`src/rtl/serial_accumulator8.sv`:
```
// Bit-serial accumulator: adds operand d into acc one full-adder slice per cycle, LSB first.
// Optional build macro SERIAL_ACC_SATURATE_EN clamps acc to all ones on carry-out.
module serial_accumulator8 #(
    parameter int WIDTH = 8
) (
    input  logic             clk,
    input  logic             rst,
    input  logic             start,
    input  logic             clr,
    input  logic [WIDTH-1:0] d,
    output logic [WIDTH-1:0] acc,
    output logic             cout,
    output logic             busy,
    output logic             done
);

    localparam int CNT_W = (WIDTH > 1) ? $clog2(WIDTH) : 1;

    typedef enum logic [1:0] {
        S_IDLE,
        S_SHIFT,
        S_DONE
    } state_t;

    state_t             r_state;
    state_t             w_state_nxt;

    logic [WIDTH-1:0]   r_op_a;
    logic [WIDTH-1:0]   r_op_b;
    logic [WIDTH-1:0]   r_result;
    logic               r_carry;
    logic [CNT_W-1:0]   r_cnt;
    logic [WIDTH-1:0]   r_acc;
    logic               r_cout;

    logic               w_sum_bit;
    logic               w_carry_nxt;
    logic [WIDTH-1:0]   w_result_nxt;
    logic [WIDTH-1:0]   w_acc_final;
    logic               w_last;

    // One full-adder slice on the current LSBs.
    assign w_sum_bit    = r_op_a[0] ^ r_op_b[0] ^ r_carry;
    assign w_carry_nxt  = (r_op_a[0] & r_op_b[0]) | (r_op_a[0] & r_carry) | (r_op_b[0] & r_carry);
    assign w_result_nxt = {w_sum_bit, r_result[WIDTH-1:1]};
    assign w_last       = (r_cnt == CNT_W'(WIDTH - 1));

`ifdef SERIAL_ACC_SATURATE_EN
    assign w_acc_final  = w_carry_nxt ? {WIDTH{1'b1}} : w_result_nxt;
`else
    assign w_acc_final  = w_result_nxt;
`endif

    // NOTE: sequential state uses non-blocking assignments so every register samples pre-edge values.
    always_ff @(posedge clk) begin
        if (rst) begin
            r_state <= S_IDLE;
        end else begin
            r_state <= w_state_nxt;
        end
    end

    // NOTE: every output of this block gets a default first, so no path can infer a latch.
    always_comb begin
        w_state_nxt = r_state;
        busy        = 1'b0;
        done        = 1'b0;
        case (r_state)
            S_IDLE: begin
                if (!clr && start) begin
                    w_state_nxt = S_SHIFT;
                end
            end
            S_SHIFT: begin
                busy = 1'b1;
                if (w_last) begin
                    w_state_nxt = S_DONE;
                end
            end
            S_DONE: begin
                done        = 1'b1;
                w_state_nxt = S_IDLE;
            end
            default: begin
                w_state_nxt = S_IDLE;
            end
        endcase
    end

    // acc is only written on clr, rst, or the final slice, so it holds steady while shifting.
    always_ff @(posedge clk) begin
        if (rst) begin
            r_op_a   <= '0;
            r_op_b   <= '0;
            r_result <= '0;
            r_carry  <= 1'b0;
            r_cnt    <= '0;
            r_acc    <= '0;
            r_cout   <= 1'b0;
        end else begin
            case (r_state)
                S_IDLE: begin
                    if (clr) begin
                        r_acc  <= '0;
                        r_cout <= 1'b0;
                    end else if (start) begin
                        r_op_a   <= d;
                        r_op_b   <= r_acc;
                        r_carry  <= 1'b0;
                        r_cnt    <= '0;
                        r_result <= '0;
                    end
                end
                S_SHIFT: begin
                    r_op_a   <= r_op_a >> 1;
                    r_op_b   <= r_op_b >> 1;
                    r_result <= w_result_nxt;
                    r_carry  <= w_carry_nxt;
                    r_cnt    <= r_cnt + CNT_W'(1);
                    if (w_last) begin
                        r_acc  <= w_acc_final;
                        r_cout <= w_carry_nxt;
                    end
                end
                default: begin
                end
            endcase
        end
    end

    assign acc  = r_acc;
    assign cout = r_cout;

endmodule
```
`config.mk`:
```
export PLATFORM = sky130hd
export DESIGN_NAME = serial_accumulator8
export DESIGN_NICKNAME = d
export VERILOG_FILES = /design/src/rtl/serial_accumulator8.sv
export SDC_FILE = /design/constraint.sdc
export NUM_CORES = 1
export LEC_CHECK = 0
export CAP_MARGIN = 10
export CELL_PAD_IN_SITES_DETAIL_PLACEMENT = 0
export CELL_PAD_IN_SITES_GLOBAL_PLACEMENT = 1
export CORE_MARGIN = 2
export CORE_UTILIZATION = 36
export DETAILED_ROUTE_END_ITERATION = 6
export GPL_ROUTABILITY_DRIVEN = 0
export HOLD_SLACK_MARGIN = 0.05
export PLACE_DENSITY_LB_ADDON = 0.1
export SETUP_SLACK_MARGIN = 0.4
export SLEW_MARGIN = 20
export SYNTH_ARGS = -nofsm -noshare
export SYNTH_HDL_FRONTEND = slang
export SYNTH_SLANG_ARGS = --single-unit
```
`constraint.sdc`:
```
create_clock -name clk -period 1.4 [get_ports clk]
set_input_delay 0.42 -clock clk [delete_from_list [all_inputs] [get_ports clk]]
set_output_delay 0.42 -clock clk [all_outputs]
set_load 0.02 [all_outputs]
```
==> flow_summary.html <==
<table>
<tr><th>Metric</th><th>Value</th></tr>
<tr><th colspan="2">Worst setup path</th></tr>
<tr><td>Arrival time of the worst setup path</td><td>1580 ps</td></tr>
<tr><td>Reg2reg setup slack</td><td>30 ps</td></tr>
<tr><td>Crit Path Max Fanout</td><td>7</td></tr>
<tr><td>Worst r2r dst</td><td>r_op_b[0]</td></tr>
<tr><td>Endpoint type of the worst setup path</td><td>register</td></tr>
<tr><td>CP most frequent cell</td><td>sky130_fd_sc_hd__buf_12</td></tr>
<tr><td>Highest-delay cell along the critical path</td><td>sky130_fd_sc_hd__dfxtp_4</td></tr>
<tr><td>Cell chain of the critical path</td><td>buf_6, o21ba_4, buf_12, buf_12, buf_16, a31oi_1</td></tr>
<tr><td>Timing startpoint of the critical path</td><td>r_state[0]</td></tr>
<tr><td>End point of the critical path</td><td>r_op_b[0]</td></tr>
<tr><td>Number of cells on the worst reg-to-reg path</td><td>6</td></tr>
<tr><td>Worst Setup Start Kind</td><td>register</td></tr>
<tr><td>CP max stage delay</td><td>380 ps</td></tr>
<tr><td>Worst path required time</td><td>1610 ps</td></tr>
<tr><td>Critical path start-end classification</td><td>register to register</td></tr>
<tr><td>Launching point of the worst reg2reg path</td><td>r_state[0]</td></tr>
<tr><th colspan="2">STA</th></tr>
<tr><td>Max-slew headroom at the worst pin</td><td>68.4%</td></tr>
<tr><td>Slew Viols, Final</td><td>0</td></tr>
<tr><td>Transition at the pin with the smallest max-transition slack</td><td>466 ps</td></tr>
<tr><td>Final setup violation count</td><td>0</td></tr>
<tr><td>Worst hold margin</td><td>456 ps</td></tr>
<tr><td>Final worst-path cycle share</td><td>97.7%</td></tr>
<tr><td>Slack of the critical path</td><td>32.0 ps</td></tr>
<tr><td>Final Hold Fails</td><td>0</td></tr>
<tr><td>Peak Freq</td><td>731 MHz</td></tr>
<tr><td>Final worst path period need</td><td>1370 ps</td></tr>
<tr><td>Setup repair after global routing missed its margin</td><td>true</td></tr>
<tr><td>Worst clock skew</td><td>7.17 ps</td></tr>
<tr><th colspan="2">Job</th></tr>
<tr><td>Max-cap violation count</td><td>0</td></tr>
<tr><th colspan="2">Synthesis</th></tr>
<tr><td>Top FF cell, synth</td><td>sky130_fd_sc_hd__dfxtp_1</td></tr>
<tr><td>Part of the Yosys area used for sequential elements</td><td>44.6%</td></tr>
<tr><td>Post-synth top area cell</td><td>sky130_fd_sc_hd__dfxtp_1</td></tr>
<tr><td>Leading cell types by count after synthesis</td><td>sky130_fd_sc_hd__nand2_1, sky130_fd_sc_hd__dfxtp_1, sky130_fd_sc_hd__nand2b_1</td></tr>
<tr><td>Top-count cell post-synth</td><td>sky130_fd_sc_hd__nand2_1</td></tr>
<tr><td>Mean instance size in the synthesized netlist</td><td>8.66 um^2</td></tr>
<tr><td>Share of Yosys cell area claimed by the top area cell type</td><td>44.6%</td></tr>
<tr><td>Distinct cells, synth</td><td>25</td></tr>
<tr><td>Total number of yosys warnings</td><td>0</td></tr>
<tr><td>Most area-consuming cells after synthesis</td><td>sky130_fd_sc_hd__dfxtp_1, sky130_fd_sc_hd__nand2_1, sky130_fd_sc_hd__o311ai_0</td></tr>
<tr><td>Cell Area, Synth</td><td>1710 um^2</td></tr>
<tr><td>Synthesized instance count</td><td>197</td></tr>
<tr><td>Proportion of synthesized flip-flops having asynchronous set or reset</td><td>0%</td></tr>
<tr><td>Synth Register Bits</td><td>38</td></tr>
<tr><td>EDFF count, synth</td><td>0</td></tr>
<tr><td>Syn_nets</td><td>212</td></tr>
<tr><th colspan="2">Power and ir drop</th></tr>
<tr><td>Leakage</td><td>0.00103 uW</td></tr>
<tr><td>Max IR drop VDD</td><td>0.873 mV</td></tr>
<tr><td>P per Cell Area</td><td>918 nW/um^2</td></tr>
<tr><th colspan="2">Cells and area</th></tr>
<tr><td>Final Non-Filler Cells</td><td>310</td></tr>
<tr><td>Net total in the final layout</td><td>270</td></tr>
<tr><td>Post-route cell area</td><td>2720 um^2</td></tr>
<tr><td>Fraction of the core area covered by cells at the end of the flow</td><td>58.8%</td></tr>
<tr><td>Antenna diode instance count</td><td>0</td></tr>
<tr><td>Fraction of final layout cells sized beyond drive strength 1</td><td>37.1%</td></tr>
<tr><td>Relative area change from synthesis to final layout</td><td>59.5%</td></tr>
<tr><th colspan="2">Global routing</th></tr>
<tr><td>Final global-route overflow total</td><td>0</td></tr>
<tr><td>Global-route wire length before repair</td><td>7670 um</td></tr>
<tr><td>Number of global-route vias before repair</td><td>1566</td></tr>
<tr><td>Maximum number of pins on one net before global-route repair</td><td>31</td></tr>
<tr><td>Total global routing track utilization</td><td>19.4%</td></tr>
<tr><td>Number of antenna violations at the first check in global routing</td><td>0</td></tr>
<tr><th colspan="2">Route</th></tr>
<tr><td>Detail-routed via count per cell</td><td>5.25</td></tr>
<tr><td>Detail-routed net length per standard cell</td><td>15.1 um</td></tr>
<tr><td>Vias after detailed routing</td><td>1627</td></tr>
<tr><td>Detailed-router iteration count before antenna repair</td><td>4</td></tr>
<tr><td>Count of antenna-violating nets left after detailed routing</td><td>0</td></tr>
<tr><td>Detailed Route WL</td><td>4690 um</td></tr>
<tr><td>Number of DRC markers in iteration 0</td><td>83</td></tr>
<tr><td>Final routed DRC violation total</td><td>0</td></tr>
<tr><th colspan="2">Floorplanning</th></tr>
<tr><td>Number of top-level pins</td><td>23</td></tr>
<tr><td>FP Rows</td><td>25</td></tr>
<tr><td>Overall die area</td><td>5300 um^2</td></tr>
<tr><td>Die Width</td><td>72.8 um</td></tr>
<tr><td>Die Height</td><td>72.8 um</td></tr>
<tr><td>Core ar.</td><td>4630 um^2</td></tr>
<tr><td>Starting density of the core</td><td>36.8%</td></tr>
<tr><th colspan="2">Clock network</th></tr>
<tr><td>Register clock-pin slew on the reported worst setup and hold paths</td><td>80 ps</td></tr>
<tr><td>Clock tree from TritonCTS</td><td>built</td></tr>
<tr><td>Inserted Clock Buffers</td><td>5</td></tr>
<tr><td>Clock Latency Late Sink</td><td>290 ps</td></tr>
<tr><td>CTS sink count</td><td>38</td></tr>
<tr><td>CTS HTree Levels</td><td>2</td></tr>
<tr><td>Count of hold buffers inserted by post-cts repair</td><td>0</td></tr>
<tr><td>Longest Clk Path Bufs</td><td>2</td></tr>
<tr><td>Clock root buffer</td><td>sky130_fd_sc_hd__clkbuf_8</td></tr>
<tr><th colspan="2">Place</th></tr>
<tr><td>Buffers added on ports</td><td>22</td></tr>
<tr><td>Placed cells</td><td>283</td></tr>
<tr><td>Placed instance area</td><td>2210 um^2</td></tr>
<tr><td>Placement-stage worst setup slack</td><td>-340 ps</td></tr>
<tr><td>Post-DP HPWL</td><td>2930 um</td></tr>
<tr><th colspan="2">Hold path</th></tr>
<tr><td>Worst Hold Class</td><td>register to register</td></tr>
<tr><th colspan="2">Outcome</th></tr>
<tr><td>Result of the run</td><td>finished clean</td></tr>
</table>
-- layer usage --
layer / vias to the layer above / routed length [um] / GRT usage, %
met2: 35 / 2210 / 29.5
li1: 806 / - / -
met4: 0 / 90 / 8.64
met3: 6 / 205 / 5.25
met5: - / 0 / 0
met1: 780 / 2190 / 25.9
-- registers in the layout (all words and copies together), names as in the netlist --
name      flops
acc           8
cout          1
r_carry       1
r_cnt         3
r_op_a        8
r_op_b        8
r_result      7
r_state       2
-- worst min path at each step --
stage,startpoint,end,cells after the start
final,r_result[7],r_result[7],2
after global routing,r_result[7],r_result[7],2
after global placement,r_result[7],r_result[7],2
after detailed placement,r_cnt[0],r_cnt[0],1
after floorplan,r_result[7],r_result[7],2
after CTS,r_cnt[0],r_cnt[0],1
-- critical path: cells and delay by family (launching register included) --
| family | cells | cell delay, ps |
|---|---|---|
| AOI/OAI and AO/OA | 2 | 390 |
| DFF | 1 | 380 |
| buffers and inverters | 4 | 530 |
-- cells in the final DEF, fill, tap and decap left out, drive strengths merged --
master / n
nand2b: 15
dlygate4sd2: 2
clkbuf: 8
nand4b: 1
o21ba: 1
ha: 2
nor3: 2
nand3: 3
fa: 1
buf: 55
clkdlybuf4s50: 8
dfxtp: 38
a21oi: 2
inv: 3
clkdlybuf4s15: 1
o311ai: 14
mux2i: 10
nor2: 1
nor4b: 1
a31oi: 14
nor3b: 1
o21ai: 14
nand2: 57
nor2b: 2
-- cell families after synthesis --
group | after synthesis | synth area share (%)
AOI/OAI and AO/OA | 45 | 17.6
adders and majority gates | 3 | 2.64
buffers and inverters | 18 | 6.09
DFF | 38 | 44.6
muxes | 10 | 5.87
and+or+nand+nor | 83 | 23.2
-- final cells by class --
cell class              count  area, um^2
fillers                   418        1910
multi-input cells         141         970
flip-flops and latches     38         782
repair buffers             66         772
clock buffers               8         110
well taps                  54        67.6
inverters                   3        18.8
-- per-stage QoR --
step | power (uW) | TNS, ps
floorplan | 1370 | 0
global placement | 1480 | -9840
detailed placement | 1490 | -11410
CTS | 2500 | 0
global route | 2620 | 0
finish | 2500 | 0
-- report_power, final --
group | total [uW] | internal (uW) | switching [uW] | leakage (uW)
Sequential | 1160 | 1120 | 38.3 | 0.000317
Clock | 876 | 497 | 379 | 0.0000575
Combinational | 458 | 265 | 193 | 0.000658
-- what timing repair did --
| item | 4_1_cts | 5_1_grt |
|---|---|---|
| setup endpoints to repair | 49 | 49 |
| gates cloned | 3 | 0 |
| pin swaps | 6 | 3 |
| resized for setup | 113 | 9 |
| setup buffers | 12 | 4 |
No activity file was read; power rests on OpenSTA's default activity.
